**src/rtl/irq_controller_mc_if.sv**
```systemverilog
// Bus bundle between the interrupt controller and the core/CSR/trap logic.
// The core side uses the master modport, the controller uses the slave modport.
interface irq_controller_mc_if #(
  parameter int N_IRQ = 16,
  parameter int IDW   = (N_IRQ > 1) ? $clog2(N_IRQ) : 1
);
  logic             exception_i;
  logic [N_IRQ-1:0] irq_req_i;
  logic             mie_i;
  logic [N_IRQ-1:0] mask_i;
  logic             mret_i;
  logic             irq_o;
  logic [IDW-1:0]   irq_id_o;
  logic [31:0]      irq_cause_o;
  logic             irq_ret_o;
  logic [N_IRQ-1:0] irq_pending_o;

  modport master (
    output exception_i, irq_req_i, mie_i, mask_i, mret_i,
    input  irq_o, irq_id_o, irq_cause_o, irq_ret_o, irq_pending_o
  );

  modport slave (
    input  exception_i, irq_req_i, mie_i, mask_i, mret_i,
    output irq_o, irq_id_o, irq_cause_o, irq_ret_o, irq_pending_o
  );
endinterface

```
**src/rtl/irq_controller_mc.sv**
```systemverilog
// N_IRQ-source prioritised interrupt controller with handler-context tracking.
// Define IRQ_EDGE_EN to enable edge capture for sources selected by EDGE_MASK.
module irq_controller_mc #(
  parameter int               N_IRQ      = 16,
  parameter logic [31:0]      CAUSE_BASE = 32'h1000_0010,
  parameter logic [N_IRQ-1:0] EDGE_MASK  = '0,
  parameter int               IDW        = (N_IRQ > 1) ? $clog2(N_IRQ) : 1
) (
  input logic               clk_i,
  input logic               rst_i,
  irq_controller_mc_if.slave bus
);

  typedef enum logic [1:0] {
    ST_IDLE    = 2'd0,
    ST_IRQ     = 2'd1,
    ST_EXC     = 2'd2,
    ST_IRQ_EXC = 2'd3
  } state_e;

  state_e           state_q, state_d;
  logic [IDW-1:0]   active_id_q, active_id_d;
  logic [N_IRQ-1:0] pend_s;
  logic [N_IRQ-1:0] elig_s;
  logic [IDW-1:0]   win_id_s;
  logic             take_s;
  logic             ret_s;

`ifdef IRQ_EDGE_EN
  logic [N_IRQ-1:0] prev_q, prev_d;
  logic [N_IRQ-1:0] epend_q, epend_d;
  logic [N_IRQ-1:0] take_vec_s;

  // Edge sources read their capture register, level sources read the line.
  always_comb begin
    pend_s = (epend_q & EDGE_MASK) | (bus.irq_req_i & ~EDGE_MASK);
  end

  // Edge capture: a new rising edge wins over the clear from being taken.
  always_comb begin
    take_vec_s = {N_IRQ{1'b0}};
    for (int k = 0; k < N_IRQ; k++) begin
      take_vec_s[k] = take_s && (win_id_s == IDW'(k));
    end
    prev_d  = bus.irq_req_i & EDGE_MASK;
    epend_d = ((epend_q & ~take_vec_s) | (bus.irq_req_i & ~prev_q)) & EDGE_MASK;
  end

  // Edge capture registers.
  always_ff @(posedge clk_i) begin
    if (!rst_i) begin
      prev_q  <= {N_IRQ{1'b0}};
      epend_q <= {N_IRQ{1'b0}};
    end else begin
      prev_q  <= prev_d;
      epend_q <= epend_d;
    end
  end
`else
  // Without edge capture every source is level-sensitive.
  localparam logic [N_IRQ-1:0] LVL_SEL = ~(EDGE_MASK & {N_IRQ{1'b0}});

  // Pending vector is the raw request vector.
  always_comb begin
    pend_s = bus.irq_req_i & LVL_SEL;
  end
`endif

  // Eligibility and fixed priority: lowest index wins.
  always_comb begin
    elig_s   = pend_s & bus.mask_i;
    win_id_s = {IDW{1'b0}};
    for (int k = N_IRQ - 1; k >= 0; k--) begin
      win_id_s = elig_s[k] ? IDW'(k) : win_id_s;
    end
  end

  // Context FSM; exceptions outrank both returns and new interrupts.
  always_comb begin
    state_d     = state_q;
    active_id_d = active_id_q;
    take_s      = 1'b0;
    ret_s       = 1'b0;
    case (state_q)
      ST_IDLE: begin
        if (bus.exception_i) begin
          state_d = ST_EXC;
        end else if (rst_i && bus.mie_i && (|elig_s)) begin
          take_s      = 1'b1;
          active_id_d = win_id_s;
          state_d     = ST_IRQ;
        end else begin
          state_d = ST_IDLE;
        end
      end
      ST_IRQ: begin
        if (bus.exception_i) begin
          state_d = ST_IRQ_EXC;
        end else if (bus.mret_i) begin
          ret_s   = rst_i;
          state_d = ST_IDLE;
        end else begin
          state_d = ST_IRQ;
        end
      end
      ST_EXC: begin
        if (bus.mret_i && !bus.exception_i) begin
          state_d = ST_IDLE;
        end else begin
          state_d = ST_EXC;
        end
      end
      ST_IRQ_EXC: begin
        if (bus.mret_i && !bus.exception_i) begin
          state_d = ST_IRQ;
        end else begin
          state_d = ST_IRQ_EXC;
        end
      end
      default: begin
        state_d = ST_IDLE;
      end
    endcase
  end

  // Context state and active source id.
  always_ff @(posedge clk_i) begin
    if (!rst_i) begin
      state_q     <= ST_IDLE;
      active_id_q <= {IDW{1'b0}};
    end else begin
      state_q     <= state_d;
      active_id_q <= active_id_d;
    end
  end

  // Output path is purely combinational so level requests are taken in-cycle.
  always_comb begin
    bus.irq_o         = take_s;
    bus.irq_ret_o     = ret_s;
    bus.irq_id_o      = take_s ? win_id_s : active_id_q;
    bus.irq_cause_o   = CAUSE_BASE + {{(32 - IDW){1'b0}}, bus.irq_id_o};
    bus.irq_pending_o = pend_s;
  end

endmodule

```
**src/flat_wrapper.sv**
```systemverilog
// flat-port wrapper written by rule: the top's interface ports become plain ports
module irq_controller_mc_flat 
#(
  parameter int               N_IRQ      = 16,
  parameter logic [31:0]      CAUSE_BASE = 32'h1000_0010,
  parameter logic [N_IRQ-1:0] EDGE_MASK  = '0,
  parameter int               IDW        = (N_IRQ > 1) ? $clog2(N_IRQ) : 1
)
  (clk_i, rst_i, bus_exception_i, bus_irq_req_i, bus_mie_i, bus_mask_i, bus_mret_i, bus_irq_o, bus_irq_id_o, bus_irq_cause_o, bus_irq_ret_o, bus_irq_pending_o);
  irq_controller_mc_if #(.N_IRQ(N_IRQ), .IDW(IDW)) bus_i ();
  input logic clk_i;
  input logic rst_i;
  input wire logic [$bits(bus_i.exception_i)-1:0] bus_exception_i;
  input wire logic [$bits(bus_i.irq_req_i)-1:0] bus_irq_req_i;
  input wire logic [$bits(bus_i.mie_i)-1:0] bus_mie_i;
  input wire logic [$bits(bus_i.mask_i)-1:0] bus_mask_i;
  input wire logic [$bits(bus_i.mret_i)-1:0] bus_mret_i;
  output wire logic [$bits(bus_i.irq_o)-1:0] bus_irq_o;
  output wire logic [$bits(bus_i.irq_id_o)-1:0] bus_irq_id_o;
  output wire logic [$bits(bus_i.irq_cause_o)-1:0] bus_irq_cause_o;
  output wire logic [$bits(bus_i.irq_ret_o)-1:0] bus_irq_ret_o;
  output wire logic [$bits(bus_i.irq_pending_o)-1:0] bus_irq_pending_o;
  assign bus_i.exception_i = bus_exception_i;
  assign bus_i.irq_req_i = bus_irq_req_i;
  assign bus_i.mie_i = bus_mie_i;
  assign bus_i.mask_i = bus_mask_i;
  assign bus_i.mret_i = bus_mret_i;
  assign bus_irq_o = bus_i.irq_o;
  assign bus_irq_id_o = bus_i.irq_id_o;
  assign bus_irq_cause_o = bus_i.irq_cause_o;
  assign bus_irq_ret_o = bus_i.irq_ret_o;
  assign bus_irq_pending_o = bus_i.irq_pending_o;
  irq_controller_mc #(.N_IRQ(N_IRQ), .CAUSE_BASE(CAUSE_BASE), .EDGE_MASK(EDGE_MASK), .IDW(IDW)) u_core (.clk_i(clk_i), .rst_i(rst_i), .bus(bus_i));
endmodule
```
**config.mk**
```make
export PLATFORM = sky130hd
export DESIGN_NAME = irq_controller_mc_flat
export DESIGN_NICKNAME = d
export VERILOG_FILES = /design/src/rtl/irq_controller_mc_if.sv /design/src/rtl/irq_controller_mc.sv /design/src/flat_wrapper.sv
export SDC_FILE = /design/constraint.sdc
export NUM_CORES = 1
export LEC_CHECK = 0
export CORE_MARGIN = 2
export CORE_UTILIZATION = 30
export CTS_CLUSTER_DIAMETER = 30
export DETAILED_ROUTE_END_ITERATION = 12
export PLACE_DENSITY = 0.85
export SETUP_SLACK_MARGIN = 0.4
export SLEW_MARGIN = 20
export SYNTH_ARGS = -nofsm -noshare
export SYNTH_HDL_FRONTEND = slang
export SYNTH_SLANG_ARGS = --single-unit
```
**constraint.sdc**
```tcl
create_clock -name clk_i -period 2.7 [get_ports clk_i]
set_input_delay 0.54 -clock clk_i [delete_from_list [all_inputs] [get_ports clk_i]]
set_output_delay 0.54 -clock clk_i [all_outputs]
set_load 0.05 [all_outputs]
```
Yosys cells after proc, flatten, opt, wreduce, memory -nomap -nowiden
Index checks and enable logic that the tools add are counted.

Add/sub/neg operators: 1. Equal/unequal tests: 3. Muxes and demuxes: 30. Bitwise gates (word level): 2. Reduce and logical (&&, ||, !) cells: 7.

Operators by type and width (count): 2-to-1 mux 4 bit (17); adder 29 x 4 -> 30 bit, first input constant (1); bitwise AND 16 bit (1); OR reduction 16 bit (1); 2-to-1 mux 1 bit (8); 2-to-1 mux 2 bit (4); case mux 2 bit (4 select lines) (1); == test 2 bit, second input constant (2); logical AND 1 bit (3); AND reduction 3 bit (1); == test 2 x 1 -> 1 bit, second input constant (1); zero test 2 bit (1); zero test 1 bit (1); inverter 1 bit (1).

Bits in registers: 6. Input port bits: 37. Logic and storage cells: 45.

Depth between registers and ports, before layout
Gate-level depths: netlist of run 1.

Depth in word-level cells: 19. Mapped depth: 6.

Worst setup path before layout of run 1
Ideal clock, no wire load.

Kind: input-to-output. From: in bus_irq_req_i[1]. To: out bus_irq_id_o[2]. Arrival: 2.508 ns. Data required time: 2.160 ns. Slack: -0.348 ns. Cell stages on the path: 5. Buffers on the path: 1. Cells stage by stage: a22o_1 -> a221o_1 -> a31o_2 -> a21oi_1 -> buf_4.

Word-level cells in the longest chain between the ends: 7. Elaborated cells between the ends (all ways): 9.

Ends and longest elaborated chain: start, declared (line flat_wrapper.sv:14) `input wire logic [$bits(bus_i.irq_req_i)-1:0] bus_irq_req_i;`; bitwise AND 16 bit (*) (line irq_controller_mc.sv:71) `elig_s = pend_s & bus.mask_i;`; OR reduction 16 bit (line irq_controller_mc.sv:88) `end else if (rst_i && bus.mie_i && (|elig_s)) begin`; logical AND 1 bit (line irq_controller_mc.sv:88); 2-to-1 mux 1 bit (line irq_controller_mc.sv:88); 2-to-1 mux 1 bit (line irq_controller_mc.sv:86) `if (bus.exception_i) begin`; 2-to-1 mux 1 bit (line irq_controller_mc.sv:84) `case (state_q)`; 2-to-1 mux 4 bit (*) (line irq_controller_mc.sv:141) `bus.irq_id_o = take_s ? win_id_s : active_id_q;`; end, declared (line flat_wrapper.sv:19) `output wire logic [$bits(bus_i.irq_id_o)-1:0] bus_irq_id_o;`.

Every way passes the cells marked *; elsewhere a longest branch is shown, timed or not.

Worst setup path after layout of run 1
From: in bus_irq_req_i[1]. To: out bus_irq_cause_o[2].

Word-level cells in the longest chain between the ends: 8. Elaborated cells between the ends (all ways): 10.

Ends and longest elaborated chain: bitwise AND 16 bit (*) (line irq_controller_mc.sv:71); OR reduction 16 bit (line irq_controller_mc.sv:88); logical AND 1 bit (line irq_controller_mc.sv:88); 2-to-1 mux 1 bit (line irq_controller_mc.sv:88); 2-to-1 mux 1 bit (line irq_controller_mc.sv:86); 2-to-1 mux 1 bit (line irq_controller_mc.sv:84); 2-to-1 mux 4 bit (*) (line irq_controller_mc.sv:141); adder 29 x 4 -> 30 bit (*) (line irq_controller_mc.sv:142) `bus.irq_cause_o = CAUSE_BASE + {{(32 - IDW){1'b0}}, bus.irq_id_o};`; end, declared (line flat_wrapper.sv:20) `output wire logic [$bits(bus_i.irq_cause_o)-1:0] bus_irq_cause_o;`.

Marks and branches as above.

==> flow_summary.yaml, run 1 <==
outcome:
  status: "finished clean"
routing:
  drc: 0
  viasPerCell: 4.52
  wl_um: 2770
  drt_iter0_drc: 22
  dr_total_vias: 1044
  drtAntennaViolNets: 0
  wl_per_cell_um: 12.0
  firstDrtPassIters: 4
placement:
  io_buffers: 62
  dp_slack_ns: -0.308
  gp_congestion: 0.839
  hpwl_um: 2200
  dpl-instance-area_mm2: 0.00164
yosys:
  synth-adder-area-share: 0
  avgSynthCellArea_um2: 7.81
  synthMuxAreaShare: 0.0164
  synth_warnings: 0
  synth_seq_cells: 6
  synthSimpleGateAreaFrac: 0.163
  synth-compound-area-share: 0.282
  async_flop_share: 0
  synth_top_family_by_area: "buffers and inverters"
  synth_edf_count: 0
  yosysSeqAreaShare: 0.132
  synth-xor-area-share: 0
  netlist.area_leader.share: 0.395
  ys_top_cells_by_area: "buf_4 (39%), dfxtp_1 (13%), nand2_1 (6.6%), a22oi_1 (4.1%), a22o_1 (3.8%)"
  yosysUniqueCellTypes: 30
  synthesis.area_um2: 913
  synth_ff_type: "dfxtp_1"
  syn_inst: 117
  yosysTopAreaCell: "buf_4"
setup_path:
  crit_fanout: 3
  crit_chain: "buf_6, a22o_1, a221o_1, buf_4, buf_6, a31o_4, a21oi_4, buf_12"
  crit_slowest_cell: "a221o_1"
  crit_buf_inv: 4
  crit_path_end_kind: "primary output"
  cp-start-kind: "input port"
  cp_data_required_time_ns: 2.16
  worstPathArrival_ns: 2.08
  crit_type: "in -> out"
  cp_top_family: "compound AO/OA/AOI/OAI gates"
  critPathMaxStageDelay_ns: 0.33
  r2r_slack_ns: 1.19
  crit_top_cell: "buf_6"
sta:
  timing.final.ws_setup_ns: 0.0760
  hold_violations: 0
  setup-tns-final_ns: 0
  tightestPinTransition_ns: 0.545
  finalCriticalPeriod_ns: 2.62
  timing.final.max_slew_violations: 0
  clock-skew-final_ns: 0.00197
  slew_headroom: 0.637
  setup_viol: 0
  rsz0062_at_grt: "true"
  max_freq_mhz: 381
  fin_crit_sh: 0.972
floorplan:
  dieArea_mm2: 0.00350
  initial_core_util: 0.307
  coreArea_mm2: 0.00298
  ios: 91
  die_y_um: 59.2
  die_x_um: 59.2
  num_rows: 20
cts:
  cts_sinks: 6
  cts_root_buf: "clkbuf_4"
  clk-insertion-delay-late_ns: 0.24
  cts.path.max_buffers: 2
  cts_tree: "yes"
  cts_made_buffers: 3
  h-tree-depth: 1
  path_clk_slew_ns: 0.05
  hold_buffers: 0
cells_and_area:
  layout_common_cells: "buf_4 (44), conb_1 (28), clkbuf_2 (19)"
  final_common_cell: "buf_4"
  finish.utilization: 0.580
  syn2layout_area_growth_pct: 89.0
  insertedDiodeCount: 0
  drive_above_1_share: 0.576
  nets: 237
  design_area_mm2: 0.00173
global_routing:
  grt_max_degree: 8
  overflow: 0
  grt.total_usage: 0.147
  antenna_found_initial: 0
  grt_pass1_vias: 1011
  grt_pass1_wl_um: 4000
power:
  p_leak_nw: 0.878
  p_total_mw: 0.584
  ir_drop_mv: 0.168
  powerDensity_mw_per_mm2: 338
job:
  maxCapViolations: 0
min_path:
  hold_class: "reg -> reg"
tightest hold or removal path: cells and delay by family, from the launching register on:
family        cells  cell delay [ns]
simple gates      2             0.10
flops             1             0.32
cell type report:
class | count | area, µm²
clock buffers | 3 | 22.5
well taps | 33 | 41.3
inverters | 1 | 6.26
repair buffers | 100 | 892
multi-input cells | 88 | 644
flip-flops and latches | 6 | 120
fillers | 281 | 1250
per-stage QoR:
| stage | std cells | hold slack (ns) |
|---|---|---|
| after global routing | 231 | 0.495 |
| after floorplan | 143 | 0.443 |
| final | 231 | 0.471 |
| after detailed placement | 223 | 0.464 |
| after global placement | 223 | 0.456 |
| after CTS | 227 | 0.471 |
state kept, by name (all words and copies together) (netlist names):
name	flops
u_core.active_id_q	4
u_core.state_q	2
kinds of logic (layout without fill, tap and decap cells):
group                  count (synthesis)  count (layout)
DFF                                    6               6
muxes                                  1               1
AOI/OAI and AO/OA                     29              29
buffers and inverters                 49             104
other                                  2              28
and+or+nand+nor                       30              30
per-layer routing:
metal  wire (µm)  track usage  vias up
met4           0       0.0357        0
met3         242       0.0306        0
met5           0            0        -
li1            -            -      510
met1         963        0.148      483
met2        1560        0.298       51
where the power goes:
group	internal, mW	switching (mW)
registers	0.0931	0.00213
clock network	0.0503	0.0333
logic	0.156	0.250
cells in the mapped netlist, types with 2 or more instances:
library cell	count
a21oi_1	2
a222oi_1	3
a22o_1	4
a22oi_1	5
and2_1	5
buf_4	48
conb_1	2
dfxtp_1	6
nand2_1	16
nand3_1	3
nor2_1	2
o21a_1	3
path summary, 6_finish.rpt:
check	from	endpoint	cells after the start
max	bus_irq_req_i[1]	bus_irq_cause_o[2]	8
min	u_core.state_q[0]	u_core.state_q[0]	2
max reg2reg	u_core.state_q[1]	u_core.active_id_q[0]	6
min reg2reg	u_core.state_q[0]	u_core.state_q[0]	2
repair_timing:
item | 4_1_cts | 5_1_grt
gates resized for setup | 76 | 51
setup buffers | 1 | 4
pin swaps | 19 | 21
endpoints found under the setup margin | 10 | 9
(Power assumes the default switching activity.)
==> run 2, diff against run 1 <==
PLACE_DENSITY = unset   (was 0.85)
PLACE_DENSITY_LB_ADDON = 0.25   (was unset)
clock period = 2.8 ns   (was 2.7 ns; I/O delays follow)
==> run 2 against run 1 <==
- non-clock buffer count up 3
- combinational power down 1%
- utilization up 1.1 points
- die area unchanged
- first-iteration DRC count up 41%
- wire length up 8.0%
- critical path type unchanged
- largest cell class unchanged
==> flow_summary.yaml, run 2 (synthesized netlist as in run 1, its figures left out) <==
outcome:
  status: "finished clean"
sta:
  timing.final.max_slew_violations: 0
  clock-skew-final_ns: 0.00111
  rsz0062_at_grt: "true"
  max_freq_mhz: 372
  timing.final.ws_setup_ns: 0.114
  finalCriticalPeriod_ns: 2.69
  setup-tns-final_ns: 0
  setup_viol: 0
  hold_violations: 0
  fin_crit_sh: 0.959
floorplan:
  die_y_um: 59.2
  num_rows: 20
  die_x_um: 59.2
  ios: 91
  dieArea_mm2: 0.00350
  coreArea_mm2: 0.00298
  initial_core_util: 0.307
cells_and_area:
  drive_above_1_share: 0.537
  largest_register_ffs: 4
  insertedDiodeCount: 0
  n_fill_cell: 290
  design_area_mm2: 0.00176
  syn2layout_area_growth_pct: 92.6
  nets: 240
  layout_common_cells: "buf_4 (48), conb_1 (28), nand2_1 (11)"
  regMostFlops: "u_core.active_id_q"
  reg_top3: "u_core.active_id_q: 4 flops, u_core.state_q: 2 flops"
  final_common_cell: "buf_4"
routing:
  drt_iter0_drc: 31
  wl_per_cell_um: 12.8
  wl_um: 2990
  dr_total_vias: 1097
  firstDrtPassIters: 4
  drc: 0
  viasPerCell: 4.69
  drtAntennaViolNets: 0
placement:
  io_buffers: 62
  gp_congestion: 0.862
  dpl-instance-area_mm2: 0.00162
  dp_slack_ns: -0.214
  hpwl_um: 2270
global_routing:
  grt_pass1_wl_um: 4410
  grt_max_degree: 8
  grt.total_usage: 0.162
  antenna_found_initial: 0
  overflow: 0
  grt_pass1_vias: 1006
power:
  ir_drop_mv: 0.216
  powerDensity_mw_per_mm2: 326
  p_leak_nw: 0.870
  p_total_mw: 0.573
cts:
  cts_sinks: 6
  h-tree-depth: 1
  cts.path.max_buffers: 2
  path_clk_slew_ns: 0.05
  cts_tree: "yes"
  cts_made_buffers: 3
  cts_root_buf: "clkbuf_4"
  clk-insertion-delay-late_ns: 0.24
setup_path:
  crit_fanout: 3
  crit_type: "in -> out"
  worstPathArrival_ns: 2.13
  crit_path_end_kind: "primary output"
  cp-start-kind: "input port"
  cp_data_required_time_ns: 2.24
min_path:
  hold_class: "reg -> reg"
job:
  maxCapViolations: 0
## run 2: per-stage QoR
| stage | util | instances | hold slack (ns) |
|---|---|---|---|
| 2_1_floorplan | - | 143 | 0.443 |
| 3_3_place_gp | 0.542 | 219 | 0.455 |
| 3_5_place_dp | 0.542 | 219 | 0.478 |
| 4_1_cts | 0.582 | 231 | 0.482 |
| 5_1_grt | 0.591 | 234 | 0.506 |
| 6_report | 0.591 | 234 | 0.480 |
## run 2: worst max-delay path: stages
cell	delay [ns]
buf_6	0.09
a22o_1	0.24
a221o_1	0.33
o41ai_4	0.37
mux2_4	0.38
buf_12	0.16
## run 2: report_power, final
part | internal [mW] | switching [mW]
Combinational | 0.157 | 0.245
Sequential | 0.0898 | 0.00206
Clock | 0.0485 | 0.0311
Total | 0.295 | 0.278
## run 2: final timing paths
path                startpoint               endpoint  slack (ns)  cells past startpoint
min          u_core.state_q[0]      u_core.state_q[0]        0.48                      2
max reg2reg  u_core.state_q[1]  u_core.active_id_q[1]        1.33                      5
max              bus_mask_i[1]        bus_irq_id_o[1]        0.11                      6
min reg2reg  u_core.state_q[0]      u_core.state_q[0]        0.48                      2
## run 2: timing repair
action	4_1_cts	5_1_grt
hold buffers	0	0
resized for setup	101	17
pin swaps	22	8
setup endpoints to repair	12	9
setup buffers	9	3
## run 2: area by class of cell
class                           instances  area (µm²)  share of cell area
Tap cell                               33        41.3              0.0235
Inverter                                1        6.26             0.00356
Multi-Input combinational cell         88         639               0.363
Sequential cell                         6         120              0.0683
Clock buffer                            3        22.5              0.0128
Timing Repair Buffer                  103         930               0.528
## run 2: metal layers
layer  up-vias  global-route usage  share of wire
li1        520                   -              -
met5         -                   0              0
met4         0              0.0357         0.0040
met3         2              0.0393          0.096
met2        65               0.322           0.54
met1       510               0.166           0.36
==> run 3, diff against run 2 <==
clock period = 2.82 ns   (was 2.8 ns; I/O delays follow)
==> run 3 against run 2 <==
- critical path depth is 1 lower
- cell count stayed put
- die area stayed put
- via count is 1.1% lower
- clock-buffer cell count stayed put
- final area is 0.14% lower
- setup slack better by 0.082 ns
- non-clock buffer count stayed put
- worst hold slack worse by 0.0076 ns
- largest power group unchanged
- global-route usage is 0.19 points lower
- total power is 0.52% lower
==> flow_summary.yaml, run 3 (synthesized netlist as in run 1, its figures left out) <==
outcome:
  status: "finished clean"
routing:
  drc: 0
  dr_total_vias: 1085
  drtAntennaViolNets: 0
  firstDrtPassIters: 5
  drt_iter0_drc: 43
  wl_per_cell_um: 12.3
  viasPerCell: 4.64
  wl_um: 2880
global_routing:
  met3_usage: 0.0349
  busiest_layer: "met2"
  grt_pass1_vias: 1013
  grt_pass1_wl_um: 4320
  antenna_found_initial: 0
  overflow: 0
  grt.total_usage: 0.160
  grt_util_met1: 0.160
  grt_max_degree: 8
  gr-usage-met2: 0.322
cts:
  cts_sinks: 6
  clk-insertion-delay-late_ns: 0.25
  cts_made_buffers: 3
  hold_buffers: 0
  cts_tree: "yes"
  path_clk_slew_ns: 0.05
  h-tree-depth: 1
  cts_root_buf: "clkbuf_4"
  cts.path.max_buffers: 2
cells_and_area:
  regMostFlops: "u_core.active_id_q"
  insertedDiodeCount: 0
  final_common_cell: "buf_4"
  nets: 240
  largest_register_ffs: 4
  reg_top3: "u_core.active_id_q: 4 flops, u_core.state_q: 2 flops"
  layout_common_cells: "buf_4 (48), conb_1 (28), nand2_1 (12)"
  fin_cells: 234
  finish.utilization: 0.590
  syn2layout_area_growth_pct: 92.3
  drive_above_1_share: 0.557
setup_path:
  crit_path_end_kind: "primary output"
  crit_type: "in -> out"
  critPathMaxStageDelay_ns: 0.47
  cp-start-kind: "input port"
  r2r_slack_ns: 1.38
  cp_top_family: "compound AO/OA/AOI/OAI gates"
  crit_slowest_cell: "a221o_2"
  crit_chain: "clkdlybuf4s15_1, a221o_2, o41ai_4, mux2_4, buf_12"
  cp_data_required_time_ns: 2.26
  crit_buf_inv: 2
  worstPathArrival_ns: 2.06
  worstSetupPathDepth: 5
  ff2ff_path_depth: 5
  crit_fanout: 4
floorplan:
  ios: 91
  initial_core_util: 0.307
  die_y_um: 59.2
  coreArea_mm2: 0.00298
  dieArea_mm2: 0.00350
  die_x_um: 59.2
  num_rows: 20
min_path:
  hold_class: "reg -> reg"
  worstHoldPathCells: 2
job:
  maxCapViolations: 0
placement:
  io_buffers: 62
  gp_congestion: 0.876
  hpwl_um: 2260
  dp_slack_ns: -0.207
  placed_cells: 219
sta:
  timing.final.ws_setup_ns: 0.196
  hold_violations: 0
  rsz0062_at_grt: "true"
  finalCriticalPeriod_ns: 2.62
  hold_ws_ns: 0.472
  setup-tns-final_ns: 0
  max_freq_mhz: 381
  fin_crit_sh: 0.931
  clock-skew-final_ns: 0.00546
  timing.final.max_slew_violations: 0
  setup_viol: 0
power:
  p_leak_nw: 0.875
  ir_drop_mv: 0.195
  powerDensity_mw_per_mm2: 324
## run 3: cell count changes in the layout (fill, tap and decap cells not counted), sizes merged
cell / before / now
clkdlybuf4s15: 7 / 6
clkdlybuf4s50: 6 / 4
clkbuf: 8 / 9
buf: 76 / 79
dlygate4sd2: 9 / 8
## run 3: area by class of cell
| cell class | instances | area, µm² |
|---|---|---|
| clock buffers | 3 | 22.5 |
| fillers | 260 | 1220 |
| inverters | 1 | 6.26 |
| multi-input cells | 88 | 651 |
| flip-flops and latches | 6 | 120 |
| well taps | 33 | 41.3 |
| repair buffers | 103 | 916 |
## run 3: worst paths after layout
path / from / end
setup / recovery: bus_mask_i[3] / bus_irq_cause_o[1]
hold / removal: u_core.state_q[0] / u_core.state_q[0]
setup reg to reg: u_core.state_q[1] / u_core.active_id_q[1]
hold reg to reg: u_core.state_q[0] / u_core.state_q[0]
## run 3: worst reg2reg max path: cells and delay by family, from the launching register on
family | cells | cell delay, ns
simple gates | 3 | 0.58
flops | 1 | 0.30
compound gates | 1 | 0.11
mux | 1 | 0.35
## run 3: timing repair
action / 4_1_cts / 5_1_grt
hold endpoints to repair: 0 / 0
buffers inserted: 11 / 1
setup endpoints to repair: 12 / 9
pin swaps: 28 / 9
gates resized for setup: 121 / 13
gates cloned: 0 / 0
## run 3: metrics by stage
stage	area, µm²	total power, mW
CTS	1760	0.569
detailed placement	1600	0.460
global placement	1600	0.457
global route	1760	0.600
floorplan	1060	0.354
finish	1760	0.570
## run 3: metal layers
layer | wire length [µm] | vias up
met5 | 0 | -
met4 | 0 | 0
met3 | 271 | 0
met2 | 1560 | 63
met1 | 1050 | 503
li1 | - | 519
## run 3: power by group
part / switching [mW] / internal [mW] / leakage, nW
clock network: 0.0340 / 0.0484 / 0.0138
logic: 0.241 / 0.155 / 0.813
registers: 0.00209 / 0.0891 / 0.0490
total: 0.277 / 0.293 / 0.875
